File: config.mk
export PLATFORM = sky130hd
export DESIGN_NAME = mips_mc_ctrl
export DESIGN_NICKNAME = d
export VERILOG_FILES = /design/src/rtl/mips_ctrl_pkg.sv /design/src/rtl/mips_ctrl_outdec.sv /design/src/rtl/mips_mc_ctrl.sv
export SDC_FILE = /design/constraint.sdc
export NUM_CORES = 1
export LEC_CHECK = 0
export CORE_MARGIN = 2
export CORE_UTILIZATION = 40
export CTS_CLUSTER_DIAMETER = 200
export DETAILED_ROUTE_END_ITERATION = 10
export HOLD_SLACK_MARGIN = 0.02
export PLACE_DENSITY = 0.84
export SLEW_MARGIN = 20
export SYNTH_ARGS = -nofsm -noshare
export SYNTH_HDL_FRONTEND = slang
export SYNTH_SLANG_ARGS = --single-unit
export TNS_END_PERCENT = 30
File: constraint.sdc
create_clock -name clk -period 4.35 [get_ports clk]
set_clock_uncertainty 0.15 [all_clocks]
set_input_delay 0.6525 -clock clk [delete_from_list [all_inputs] [get_ports clk]]
set_output_delay 0.6525 -clock clk [all_outputs]
set_load 0.01 [all_outputs]
File: src/rtl/mips_ctrl_pkg.sv
// mips_ctrl_pkg: state encoding, opcodes, control-field encodings and the decode dispatch for the multicycle MIPS controller
package mips_ctrl_pkg;

    typedef enum logic [3:0] {
        S_IDLE     = 4'd0,
        S_FETCH    = 4'd1,
        S_DECODE   = 4'd2,
        S_MEMADR   = 4'd3,
        S_MEMRD    = 4'd4,
        S_MEMWB    = 4'd5,
        S_MEMWR    = 4'd6,
        S_EXECUTE  = 4'd7,
        S_ALUWB    = 4'd8,
        S_BRANCH   = 4'd9,
        S_ADDIEXEC = 4'd10,
        S_ADDIWB   = 4'd11,
        S_JUMP     = 4'd12
    } state_t;

    localparam logic [5:0] OP_RTYPE = 6'b000000;
    localparam logic [5:0] OP_LW    = 6'b100011;
    localparam logic [5:0] OP_SW    = 6'b101011;
    localparam logic [5:0] OP_BEQ   = 6'b000100;
    localparam logic [5:0] OP_ADDI  = 6'b001000;
    localparam logic [5:0] OP_J     = 6'b000010;

    localparam logic [1:0] ALUOP_ADD   = 2'b00;
    localparam logic [1:0] ALUOP_SUB   = 2'b01;
    localparam logic [1:0] ALUOP_FUNCT = 2'b10;

    localparam logic [1:0] SRCB_B     = 2'b00;
    localparam logic [1:0] SRCB_FOUR  = 2'b01;
    localparam logic [1:0] SRCB_IMM   = 2'b10;
    localparam logic [1:0] SRCB_IMMSH = 2'b11;

    localparam logic [1:0] PC_ALU    = 2'b00;
    localparam logic [1:0] PC_ALUOUT = 2'b01;
    localparam logic [1:0] PC_JUMP   = 2'b10;

    typedef struct packed {
        logic       mem_req;
        logic       memwrite;
        logic       iord;
        logic       irwrite;
        logic       pcwrite;
        logic       branch;
        logic       regdst;
        logic       memtoreg;
        logic       regwrite;
        logic       alusrca;
        logic [1:0] alusrcb;
        logic [1:0] pcsrc;
        logic [1:0] aluop;
        logic       illegal_op;
    } ctrl_t;

    // Unrecognised opcodes fall back to FETCH, which doubles as the illegal test.
    function automatic state_t decode_next(logic [5:0] op);
        case (op)
            OP_LW, OP_SW: return S_MEMADR;
            OP_RTYPE:     return S_EXECUTE;
            OP_BEQ:       return S_BRANCH;
            OP_ADDI:      return S_ADDIEXEC;
            OP_J:         return S_JUMP;
            default:      return S_FETCH;
        endcase
    endfunction

endpackage

File: src/rtl/mips_ctrl_outdec.sv
// mips_ctrl_outdec: combinational state -> datapath control word decoder
module mips_ctrl_outdec
    import mips_ctrl_pkg::*;
(
    input  state_t state,
    input  logic   mem_ready,
    input  logic   op_legal,
    output ctrl_t  ctrl
);

    always_comb begin
        ctrl = '0;
        case (state)
            S_FETCH: begin
                ctrl.mem_req = 1'b1;
                ctrl.alusrcb = SRCB_FOUR;
                ctrl.aluop   = ALUOP_ADD;
                ctrl.pcsrc   = PC_ALU;
                ctrl.irwrite = mem_ready;
                ctrl.pcwrite = mem_ready;
            end
            S_DECODE: begin
                ctrl.alusrcb    = SRCB_IMMSH;
                ctrl.aluop      = ALUOP_ADD;
                ctrl.illegal_op = ~op_legal;
            end
            S_MEMADR, S_ADDIEXEC: begin
                ctrl.alusrca = 1'b1;
                ctrl.alusrcb = SRCB_IMM;
                ctrl.aluop   = ALUOP_ADD;
            end
            S_MEMRD: begin
                ctrl.mem_req = 1'b1;
                ctrl.iord    = 1'b1;
            end
            S_MEMWB: begin
                ctrl.memtoreg = 1'b1;
                ctrl.regwrite = 1'b1;
            end
            S_MEMWR: begin
                ctrl.mem_req  = 1'b1;
                ctrl.iord     = 1'b1;
                ctrl.memwrite = 1'b1;
            end
            S_EXECUTE: begin
                ctrl.alusrca = 1'b1;
                ctrl.alusrcb = SRCB_B;
                ctrl.aluop   = ALUOP_FUNCT;
            end
            S_ALUWB: begin
                ctrl.regdst   = 1'b1;
                ctrl.regwrite = 1'b1;
            end
            S_BRANCH: begin
                ctrl.alusrca = 1'b1;
                ctrl.alusrcb = SRCB_B;
                ctrl.aluop   = ALUOP_SUB;
                ctrl.pcsrc   = PC_ALUOUT;
                ctrl.branch  = 1'b1;
            end
            S_ADDIWB: ctrl.regwrite = 1'b1;
            S_JUMP: begin
                ctrl.pcsrc   = PC_JUMP;
                ctrl.pcwrite = 1'b1;
            end
            default: ;
        endcase
    end

endmodule

File: src/rtl/mips_mc_ctrl.sv
// mips_mc_ctrl: multicycle MIPS main control FSM with memory ready handshake
module mips_mc_ctrl
    import mips_ctrl_pkg::*;
#(
    parameter int OPW = 6,
    parameter int STW = 4
) (
    input  logic           clk,
    input  logic           rst_n,
    input  logic [OPW-1:0] opcode,
    input  logic           zero,
    input  logic           mem_ready,
    output logic           mem_req,
    output logic           memwrite,
    output logic           iord,
    output logic           irwrite,
    output logic           pcwrite,
    output logic           pcen,
    output logic           branch,
    output logic           regdst,
    output logic           memtoreg,
    output logic           regwrite,
    output logic           alusrca,
    output logic [1:0]     alusrcb,
    output logic [1:0]     pcsrc,
    output logic [1:0]     aluop,
    output logic           illegal_op,
    output logic [STW-1:0] state_o
);

    state_t     state;
    ctrl_t      c;
    logic [5:0] op;
    logic       op_legal;

    assign op       = 6'(opcode);
    assign op_legal = decode_next(op) != S_FETCH;

    // Memory states hold until the access completes; encodings 13-15 recover to FETCH.
    always_ff @(posedge clk or negedge rst_n) begin
        if (!rst_n)
            state <= S_IDLE;
        else
            case (state)
                S_IDLE:     state <= S_FETCH;
                S_FETCH:    state <= mem_ready ? S_DECODE : S_FETCH;
                S_DECODE:   state <= decode_next(op);
                S_MEMADR:   state <= (op == OP_SW) ? S_MEMWR : S_MEMRD;
                S_MEMRD:    state <= mem_ready ? S_MEMWB : S_MEMRD;
                S_MEMWR:    state <= mem_ready ? S_FETCH : S_MEMWR;
                S_EXECUTE:  state <= S_ALUWB;
                S_ADDIEXEC: state <= S_ADDIWB;
                default:    state <= S_FETCH;
            endcase
    end

    mips_ctrl_outdec u_outdec (
        .state     (state),
        .mem_ready (mem_ready),
        .op_legal  (op_legal),
        .ctrl      (c)
    );

    assign mem_req    = c.mem_req;
    assign memwrite   = c.memwrite;
    assign iord       = c.iord;
    assign irwrite    = c.irwrite;
    assign pcwrite    = c.pcwrite;
    assign branch     = c.branch;
    assign pcen       = c.pcwrite | (c.branch & zero);
    assign regdst     = c.regdst;
    assign memtoreg   = c.memtoreg;
    assign regwrite   = c.regwrite;
    assign alusrca    = c.alusrca;
    assign alusrcb    = c.alusrcb;
    assign pcsrc      = c.pcsrc;
    assign aluop      = c.aluop;
    assign illegal_op = c.illegal_op;
    assign state_o    = STW'(state);

endmodule

# After elaboration in Yosys (flattened, before gate mapping)
# Cells that the tools add are included.
totals:
  word_cells: 49
  register_bits: 4
  output_inout_bits: 22
classes:
  reduce_logical: 7
  muxes: 20
  eq_ne: 18
  n_bitwise: 3
op_table:
  columns: ["operator", "n"]
  rows:
  - ["case mux 4 bit (7 select lines)", 1]
  - ["== test 4 bit, second input constant", 5]
  - ["case mux 4 bit (5 select lines)", 1]
  - ["== test 4 x 3 -> 1 bit, second input constant", 4]
  - ["== test 6 bit, second input constant", 2]
  - ["two-way mux 1 bit", 11]
  - ["== test 4 x 2 -> 1 bit, second input constant", 2]
  - ["case mux 2 bit (2 select lines)", 2]
  - ["== test 6 x 2 -> 1 bit, second input constant", 1]
  - ["== test 6 x 3 -> 1 bit, second input constant", 1]
  - ["== test 6 x 4 -> 1 bit, second input constant", 1]
  - ["zero test 6 bit", 1]
  - ["case mux 2 bit (3 select lines)", 1]
  - ["OR reduction 2 bit", 3]
  - ["OR reduction 3 bit", 2]
  - ["== test 4 x 1 -> 1 bit, second input constant", 1]
  - ["two-way mux 2 bit", 2]
  - ["inequality test 4 x 1 -> 1 bit, second input constant", 1]
  - ["OR reduction 4 bit", 1]
  - ["two-way mux 3 bit", 1]
  - ["case mux 1 bit (2 select lines)", 1]
  - ["bitwise AND 1 bit", 1]
  - ["inverter 1 bit", 1]
  - ["OR 1 bit", 1]

# Logic depth before layout (Yosys ltp)
# Gate-level depths: netlist (run 1).
depth:
  ltp_word: 6
  ltp_mapped: 5
  ltp_nobuf: 3

# Cells and area by module
# Synthesis (run 1) repeated with hierarchy kept, for this count alone.
unflattened:
  hier_cells: 77
  hier_area_um2: 606.8
modules_own_cells:
  columns: ["module", "area_each_um2", "cells_each", "seq_area_each_um2", "instances"]
  rows:
  - ["mips_mc_ctrl", 362.8, 43, 100.1, 1]
  - ["mips_ctrl_outdec", 244.0, 34, 0.0, 1]

# Worst setup path before layout (run 1)
# Ideal clock, no wire load.
synth_path:
  path_type: "register to output"
  from: "reg state[1] (netlist: state_o[1])"
  to: "out regwrite"
  path_stages_with_launch: 5
  arrival_time_ps: 1303
  path_slack_ps: 2245
  n_path_buf: 2
  path_cell_list: "dfrtp_1 > clkbuf_1 > clkbuf_1 > nor3_1 > a21o_1"
synth_between:
  elab_chain_len: 3
  word_cells_on_any_way: 5
synth_lines:
  columns: ["item", "line", "rtl"]
  rows:
  - ["from (decl)", "mips_mc_ctrl.sv:31", "state_t state;"]
  - ["from (signal assigned)", "mips_mc_ctrl.sv:46", "S_FETCH: state <= mem_ready ? S_DECODE : S_FETCH;"]
  - ["from (signal assigned)", "mips_mc_ctrl.sv:47", "S_DECODE: state <= decode_next(op);"]
  - ["from (signal assigned)", "mips_mc_ctrl.sv:48", "S_MEMADR: state <= (op == OP_SW) ? S_MEMWR : S_MEMRD;"]
  - ["== test 4 x 3 -> 1 bit or == test 4 bit (tied branches)", "mips_ctrl_outdec.sv:13", "case (state)"]
  - ["OR reduction 3 bit (no line) *", null, null]
  - ["two-way mux 1 bit *", "mips_ctrl_outdec.sv:13", null]
  - ["to (decl)", "mips_mc_ctrl.sv:22", "output logic regwrite,"]
# Mark *: on every way between the ends. The rest lies on a longest branch, timed or not.

# Final worst setup path (run 1)
layout_path:
  from: "in opcode[3]"
  to: "out illegal_op"
layout_between:
  elab_chain_len: 6
  word_cells_on_any_way: 11
layout_lines:
  columns: ["item", "line", "rtl"]
  rows:
  - ["from (decl)", "mips_mc_ctrl.sv:10", "input logic [OPW-1:0] opcode,"]
  - ["== test 6 bit", "mips_ctrl_pkg.sv:59", "case (op)"]
  - ["OR reduction 2 bit", "mips_ctrl_pkg.sv:59", null]
  - ["case mux 4 bit (5 select lines) *", "mips_ctrl_pkg.sv:59", null]
  - ["inequality test 4 x 1 -> 1 bit *", "mips_mc_ctrl.sv:37", "assign op_legal = decode_next(op) != S_FETCH;"]
  - ["inverter 1 bit *", "mips_ctrl_outdec.sv:25", "ctrl.illegal_op = ~op_legal;"]
  - ["two-way mux 1 bit *", "mips_ctrl_outdec.sv:13", null]
  - ["to (decl)", "mips_mc_ctrl.sv:27", "output logic illegal_op,"]
# Marked as above.

==> flow_metrics.py, run 1 <==
metrics = {
    "status": {
        "status": "complete, no violations",
    },
    "timing": {
        "max_freq_mhz": 318,
        "finalSetupTns_ps": 0,
        "fin_crit_sh_pct": 72.4,
        "whs_ps": 469,
        "drv_slew": 0,
        "fin_crit_ps": 3150,
        "fin_ws_ps": 1200,
        "setup_viol": 0,
        "rsz0062_at_grt": "no",
        "relSlewSlack_pct": 65.7,
        "worst_pin_slew_ps": 514,
        "hold_violations": 0,
    },
    "worst_setup_path": {
        "crit_path_start_kind": "input pin",
        "cp-startpoint": "opcode[3]",
        "rr_startpoint": "state_o[0]$_DFF_PN0_",
        "crit_required_ps": 3550,
        "crit_type": "input pin to output pin",
        "r2r-end": "state_o[1]$_DFF_PN0_",
        "cp_max_fo": 5,
        "critPathArrivalTime_ps": 2350,
        "r2r_setup_slack_ps": 2640,
        "reg2reg_depth": 3,
        "critPathCaptureType": "output pin",
    },
    "cts": {
        "post_cts_resized": 0,
        "cts_tree": "done",
        "cts.sinks": 4,
        "clk_path_buf_depth": 2,
        "cts_hold_buf": 0,
        "cts_max_level": 1,
        "numCtsBuffers": 3,
        "clk_pin_slew_ps": 40,
        "root_buffer": "clkbuf_4",
        "clk_latency_ps": 230,
        "post_cts_buffers": 0,
    },
    "yosys": {
        "ys.flop_type": "dfrtp_1",
        "synth.yosys.seq_area_share_pct": 17.9,
        "yosys.area_share.adder_pct": 0,
        "ys_seq_elements": 4,
        "synthMuxAreaShare_pct": 5.61,
        "syn-instance-count": 78,
        "synthArstFlopShare_pct": 100,
        "ys_types": 33,
        "synth_top_family_by_area": "simple AND/OR/NAND/NOR gates",
        "synth_xor_area_share_pct": 3.14,
        "synth_compound_area_share_pct": 19.7,
        "postSynthAreaPerCell_um2": 7.15,
        "synth_edf_count": 0,
        "synth_warnings": 0,
        "yosys.area_share.simple_pct": 45.5,
        "syn_area_um2": 558,
        "syn-num-nets": 88,
    },
    "cells_and_area": {
        "fin_util_pct": 67.0,
        "antenna_cells": 0,
        "largest_reg_flops": 4,
        "area_growth_pct": 56.3,
        "instances_no_fill": 120,
        "layout-drive-gt1-share_pct": 7.62,
        "fin_area_um2": 872,
        "fin_nets": 117,
    },
    "power_and_ir_drop": {
        "powerDensity_nw_per_um2": 496,
        "p_leak_nw": 0.338,
        "p_total_mw": 0.432,
        "vdd_drop_max_v": 0.000288,
    },
    "detailed_routing": {
        "routed-wl-met2_um": 775,
        "routed_via_density": 5.41,
        "drc_errors": 0,
        "top_layer": "met3",
        "ant_nets": 0,
        "routed-wl-met3_um": 82,
        "dr.pass1.iters": 4,
        "post_drt_wl_per_cell_um": 12.4,
        "wl_mm": 1.49,
        "drt-initial-drc-count": 17,
        "m1WireLength_um": 635,
        "num_vias": 649,
    },
    "floorplan": {
        "io_pins": 32,
        "die_x_um": 41.4,
        "num_rows": 13,
        "die-area_um2": 1710,
        "die_h_um": 41.4,
        "coreArea_um2": 1300,
        "start_util_pct": 42.9,
    },
    "grt": {
        "grt_pass1_wl_mm": 2.26,
        "grt_use_total_pct": 20.1,
        "grt_max_degree": 20,
        "grt_overflow_total": 0,
        "antenna_found_initial": 0,
        "grt_pass1_vias": 523,
    },
    "placement": {
        "gp_congestion": 0.809,
        "io_buffers": 31,
        "placed_area_um2": 850,
        "place_ws_ps": 1230,
        "dpl.hpwl_mm": 1.16,
        "dp.cells": 117,
    },
    "worst_hold_path": {
        "hold_path.class": "input pin to asynchronous set/reset pin",
    },
    "job": {
        "drv_cap": 0,
    },
}
-- worst max-delay path by stage --
stage                 endpoint  slack [ps]  depth (start not counted)
detailed placement  illegal_op        1230                          5
global route        illegal_op        1150                          5
CTS                 illegal_op        1220                          5
floorplan             regwrite        2240                          4
global placement    illegal_op        1270                          5
finish              illegal_op        1200                          5
-- cells by family (layout without fill, tap and decap cells) --
family                    count (synthesis)  count (layout)
xor gates and xnor gates                  2               2
DFF                                       4               4
AOI/OAI and AO/OA                        16              16
and+or+nand+nor                          44              44
muxes                                     3               3
buffers and inverters                     9              36
-- area by class of cell --
type	count	area (um2)
clock buffers	3	22.5
fillers	125	429
inverters	2	7.51
multi-input cells	65	413
flip-flops and latches	4	100
well taps	15	18.8
repair buffers	31	310
-- placed cells by master, fill, tap and decap left out, types with 4 or more instances in the layout --
| cell type | synthesis | final |
|---|---|---|
| clkdlybuf4s50_1 | 0 | 31 |
| nor2_1 | 10 | 10 |
| nor2b_1 | 7 | 7 |
| nand2b_1 | 5 | 5 |
| nand2_1 | 4 | 4 |
| dfrtp_1 | 4 | 4 |
-- synthesized netlist by cell type, types with 2 or more instances --
cell type  instances  share of area, %
nor2b_1            7               7.8
nand2b_1           5               5.6
mux2i_1            2               3.6
nand4b_1           3               4.7
clkbuf_1           5               3.4
nand3_1            3               2.7
o21ai_0            3               2.7
a21boi_0           2               2.7
nor3_1             3               2.7
inv_1              2               1.3
dfrtp_1            4                18
nor2_1            10               6.7
nand4_1            2               2.2
xor2_1             2               3.1
nand2_1            4               2.7
a21oi_1            3               2.7
nand3b_1           2               2.7
-- metal layers --
| metal | track usage [%] | vias to the layer above |
|---|---|---|
| met4 | 5.65 | 0 |
| met5 | 0 | - |
| met1 | 24.1 | 291 |
| li1 | - | 333 |
| met2 | 34.8 | 25 |
| met3 | 5.85 | 0 |
-- where the power goes --
part | internal [mW] | total (mW) | switching (mW) | leakage [nW]
Clock | 0.0308 | 0.0451 | 0.0143 | 0.0138
Sequential | 0.0493 | 0.101 | 0.0520 | 0.0511
Combinational | 0.171 | 0.286 | 0.115 | 0.273
-- critical path, cell delays in order --
cell	delay [ps]
clkdlybuf4s50_1	490
xor2_1	180
o211ai_1	250
and4_1	240
clkdlybuf4s50_1	530
Power figures use the tool's default switching activity.
==> inputs of run 2 (changes only) <==
--- a/config.mk
+++ b/config.mk
@@ -6,11 +6,11 @@
 export NUM_CORES = 1
 export LEC_CHECK = 0
 export CORE_MARGIN = 2
-export CORE_UTILIZATION = 40
+export CORE_UTILIZATION = 33
 export CTS_CLUSTER_DIAMETER = 200
 export DETAILED_ROUTE_END_ITERATION = 10
 export HOLD_SLACK_MARGIN = 0.02
-export PLACE_DENSITY = 0.84
+export PLACE_DENSITY = 0.74
 export SLEW_MARGIN = 20
 export SYNTH_ARGS = -nofsm -noshare
 export SYNTH_HDL_FRONTEND = slang
==> constraint.sdc (replaced) <==
create_clock -name clk -period 2.6 [get_ports clk]
set_clock_uncertainty 0.15 [all_clocks]
set_input_delay 0.39 -clock clk [delete_from_list [all_inputs] [get_ports clk]]
set_output_delay 0.39 -clock clk [all_outputs]
set_load 0.01 [all_outputs]
==> flow_metrics.py, run 2 (same netlist as run 1, synthesis figures left out) <==
metrics = {
    "cells_and_area": {
        "fin_area_um2": 933,
        "fin_nets": 124,
        "layout_commonest_cell": "clkdlybuf4s50_1",
        "area_growth_pct": 67.3,
        "largest_reg_flops": 4,
        "fillCellCount": 142,
        "fin_util_pct": 60.6,
        "antenna_cells": 0,
        "instances_no_fill": 128,
        "layout-drive-gt1-share_pct": 15.2,
        "layout_common_cells": "29 x clkdlybuf4s50_1, 10 x nor2_1, 7 x nor2b_1, 7 x buf_4, 5 x nand2b_1",
    },
    "cts": {
        "cts.sinks": 4,
        "clk_path_buf_depth": 2,
        "cts_tree": "done",
        "clk_latency_ps": 240,
        "cts_hold_buf": 0,
        "cts_max_level": 1,
        "numCtsBuffers": 3,
        "clk_pin_slew_ps": 40,
        "root_buffer": "clkbuf_4",
    },
    "worst_setup_path": {
        "slowest_delay_ps": 530,
        "path_cells": "clkdlybuf4s50_1 > and3_2 > o21ai_0 > and4_1 > clkdlybuf4s50_1",
        "cp_common_cell": "clkdlybuf4s50_1",
        "r2r-end": "state_o[1]$_DFF_PN0_",
        "reg2reg_depth": 4,
        "crit_path_start_kind": "input pin",
        "critPathCaptureType": "output pin",
        "crit_required_ps": 2060,
        "r2r_setup_slack_ps": 820,
        "rr_startpoint": "state_o[0]$_DFF_PN0_",
        "cp_max_fo": 4,
        "critPathArrivalTime_ps": 1950,
        "slowest_stage": "clkdlybuf4s50_1",
        "crit_type": "input pin to output pin",
    },
    "grt": {
        "grt_overflow_total": 0,
        "grt_pass1_wl_mm": 2.73,
        "grt_max_degree": 16,
        "grt_pass1_vias": 628,
        "grt_use_total_pct": 17.5,
        "antenna_found_initial": 0,
    },
    "placement": {
        "dp.cells": 125,
        "gp_congestion": 0.795,
        "dpl.hpwl_mm": 1.23,
        "io_buffers": 31,
        "placed_area_um2": 903,
    },
    "timing": {
        "rsz0062_at_grt": "no",
        "relSlewSlack_pct": 77.5,
        "drv_slew": 0,
        "fin_crit_ps": 2490,
        "max_freq_mhz": 401,
        "fin_crit_sh_pct": 95.8,
        "hold_violations": 0,
        "whs_ps": 206,
        "worst_pin_slew_ps": 336,
        "setup_viol": 0,
        "finalSetupTns_ps": 0,
    },
    "job": {
        "drv_cap": 0,
    },
    "floorplan": {
        "die-area_um2": 2040,
        "coreArea_um2": 1540,
        "die_x_um": 45.1,
        "io_pins": 32,
        "die_h_um": 45.1,
        "num_rows": 14,
        "start_util_pct": 36.2,
    },
    "worst_hold_path": {
        "hold_path.class": "input pin to asynchronous set/reset pin",
    },
    "detailed_routing": {
        "drt-initial-drc-count": 19,
        "num_vias": 690,
        "post_drt_wl_per_cell_um": 12.1,
        "ant_nets": 0,
        "dr.pass1.iters": 4,
        "drc_errors": 0,
        "wl_mm": 1.54,
        "routed_via_density": 5.39,
    },
    "power_and_ir_drop": {
        "vdd_drop_max_v": 0.000354,
        "p_leak_nw": 0.387,
        "powerDensity_nw_per_um2": 813,
    },
    "status": {
        "status": "complete, no violations",
    },
}
-- run 2: changes by cell type in the layout (fill, tap and decap cells not counted) --
cell and change:
buf_4 +7, clkdlybuf4s50_1 -2, dfrtp_1 -2, dfrtp_2 +2, dlymetal6s2s_1 +2
-- run 2: worst max path at each step --
stage / start / end / slack, ps / cells after the start
after global routing: opcode[0] / illegal_op / 10 / 5
after global placement: opcode[5] / illegal_op / 60 / 5
after CTS: opcode[5] / illegal_op / 10 / 5
final: opcode[0] / illegal_op / 110 / 5
after floorplan: state_o[1]$_DFF_PN0_ / regwrite / 760 / 4
after detailed placement: opcode[5] / illegal_op / 10 / 5
-- run 2: critical path: cells and delay by family --
kind	cells	cell delay, ps
buffers and inverters	2	990
AND/OR/NAND/NOR	2	420
AO/OA/AOI/OAI	1	160
-- run 2: metal layers --
metal / up-vias / wire, um / track usage [%]
met4: 0 / 9 / 5.29
met5: - / 0 / 0
met2: 27 / 730 / 29.7
met3: 2 / 91 / 1.60
li1: 348 / - / -
met1: 313 / 713 / 23.3
-- run 2: through the flow --
step	worst slack [ps]	power, mW
finish	109	0.759
global route	11.3	0.820
CTS	9.76	0.761
detailed placement	10.4	0.682
global placement	58.6	0.677
floorplan	757	0.407
-- run 2: area by class of cell --
| type | instances | area [um2] | share of cell area [%] |
|---|---|---|---|
| Multi-Input combinational cell | 65 | 413 | 44.2 |
| Timing Repair Buffer | 38 | 368 | 39.4 |
| Sequential cell | 4 | 103 | 11.0 |
| Clock buffer | 3 | 22.5 | 2.41 |
| Tap cell | 16 | 20.0 | 2.14 |
| Inverter | 2 | 7.51 | 0.804 |
-- run 2: power by group --
part	leakage, nW	internal (mW)	total (mW)	switching, mW
Combinational	0.325	0.307	0.535	0.227
Clock	0.0138	0.0517	0.0774	0.0258
Sequential	0.0480	0.0846	0.147	0.0621
Total	0.387	0.444	0.759	0.315
-- run 2: repair_timing --
action | 4_1_cts | 5_1_grt
buffers inserted | 0 | 0
setup endpoints to repair | 0 | 4
resized for setup | 0 | 4
==> inputs of run 3 (changes only) <==
--- a/config.mk
+++ b/config.mk
@@ -7,7 +7,7 @@
 export LEC_CHECK = 0
 export CORE_MARGIN = 2
 export CORE_UTILIZATION = 33
-export CTS_CLUSTER_DIAMETER = 200
+export CTS_CLUSTER_DIAMETER = 40
 export DETAILED_ROUTE_END_ITERATION = 10
 export HOLD_SLACK_MARGIN = 0.02
 export PLACE_DENSITY = 0.74
==> results of run 3 <==
Same layout as run 2: the final DEF is identical, and so are final timing and power.
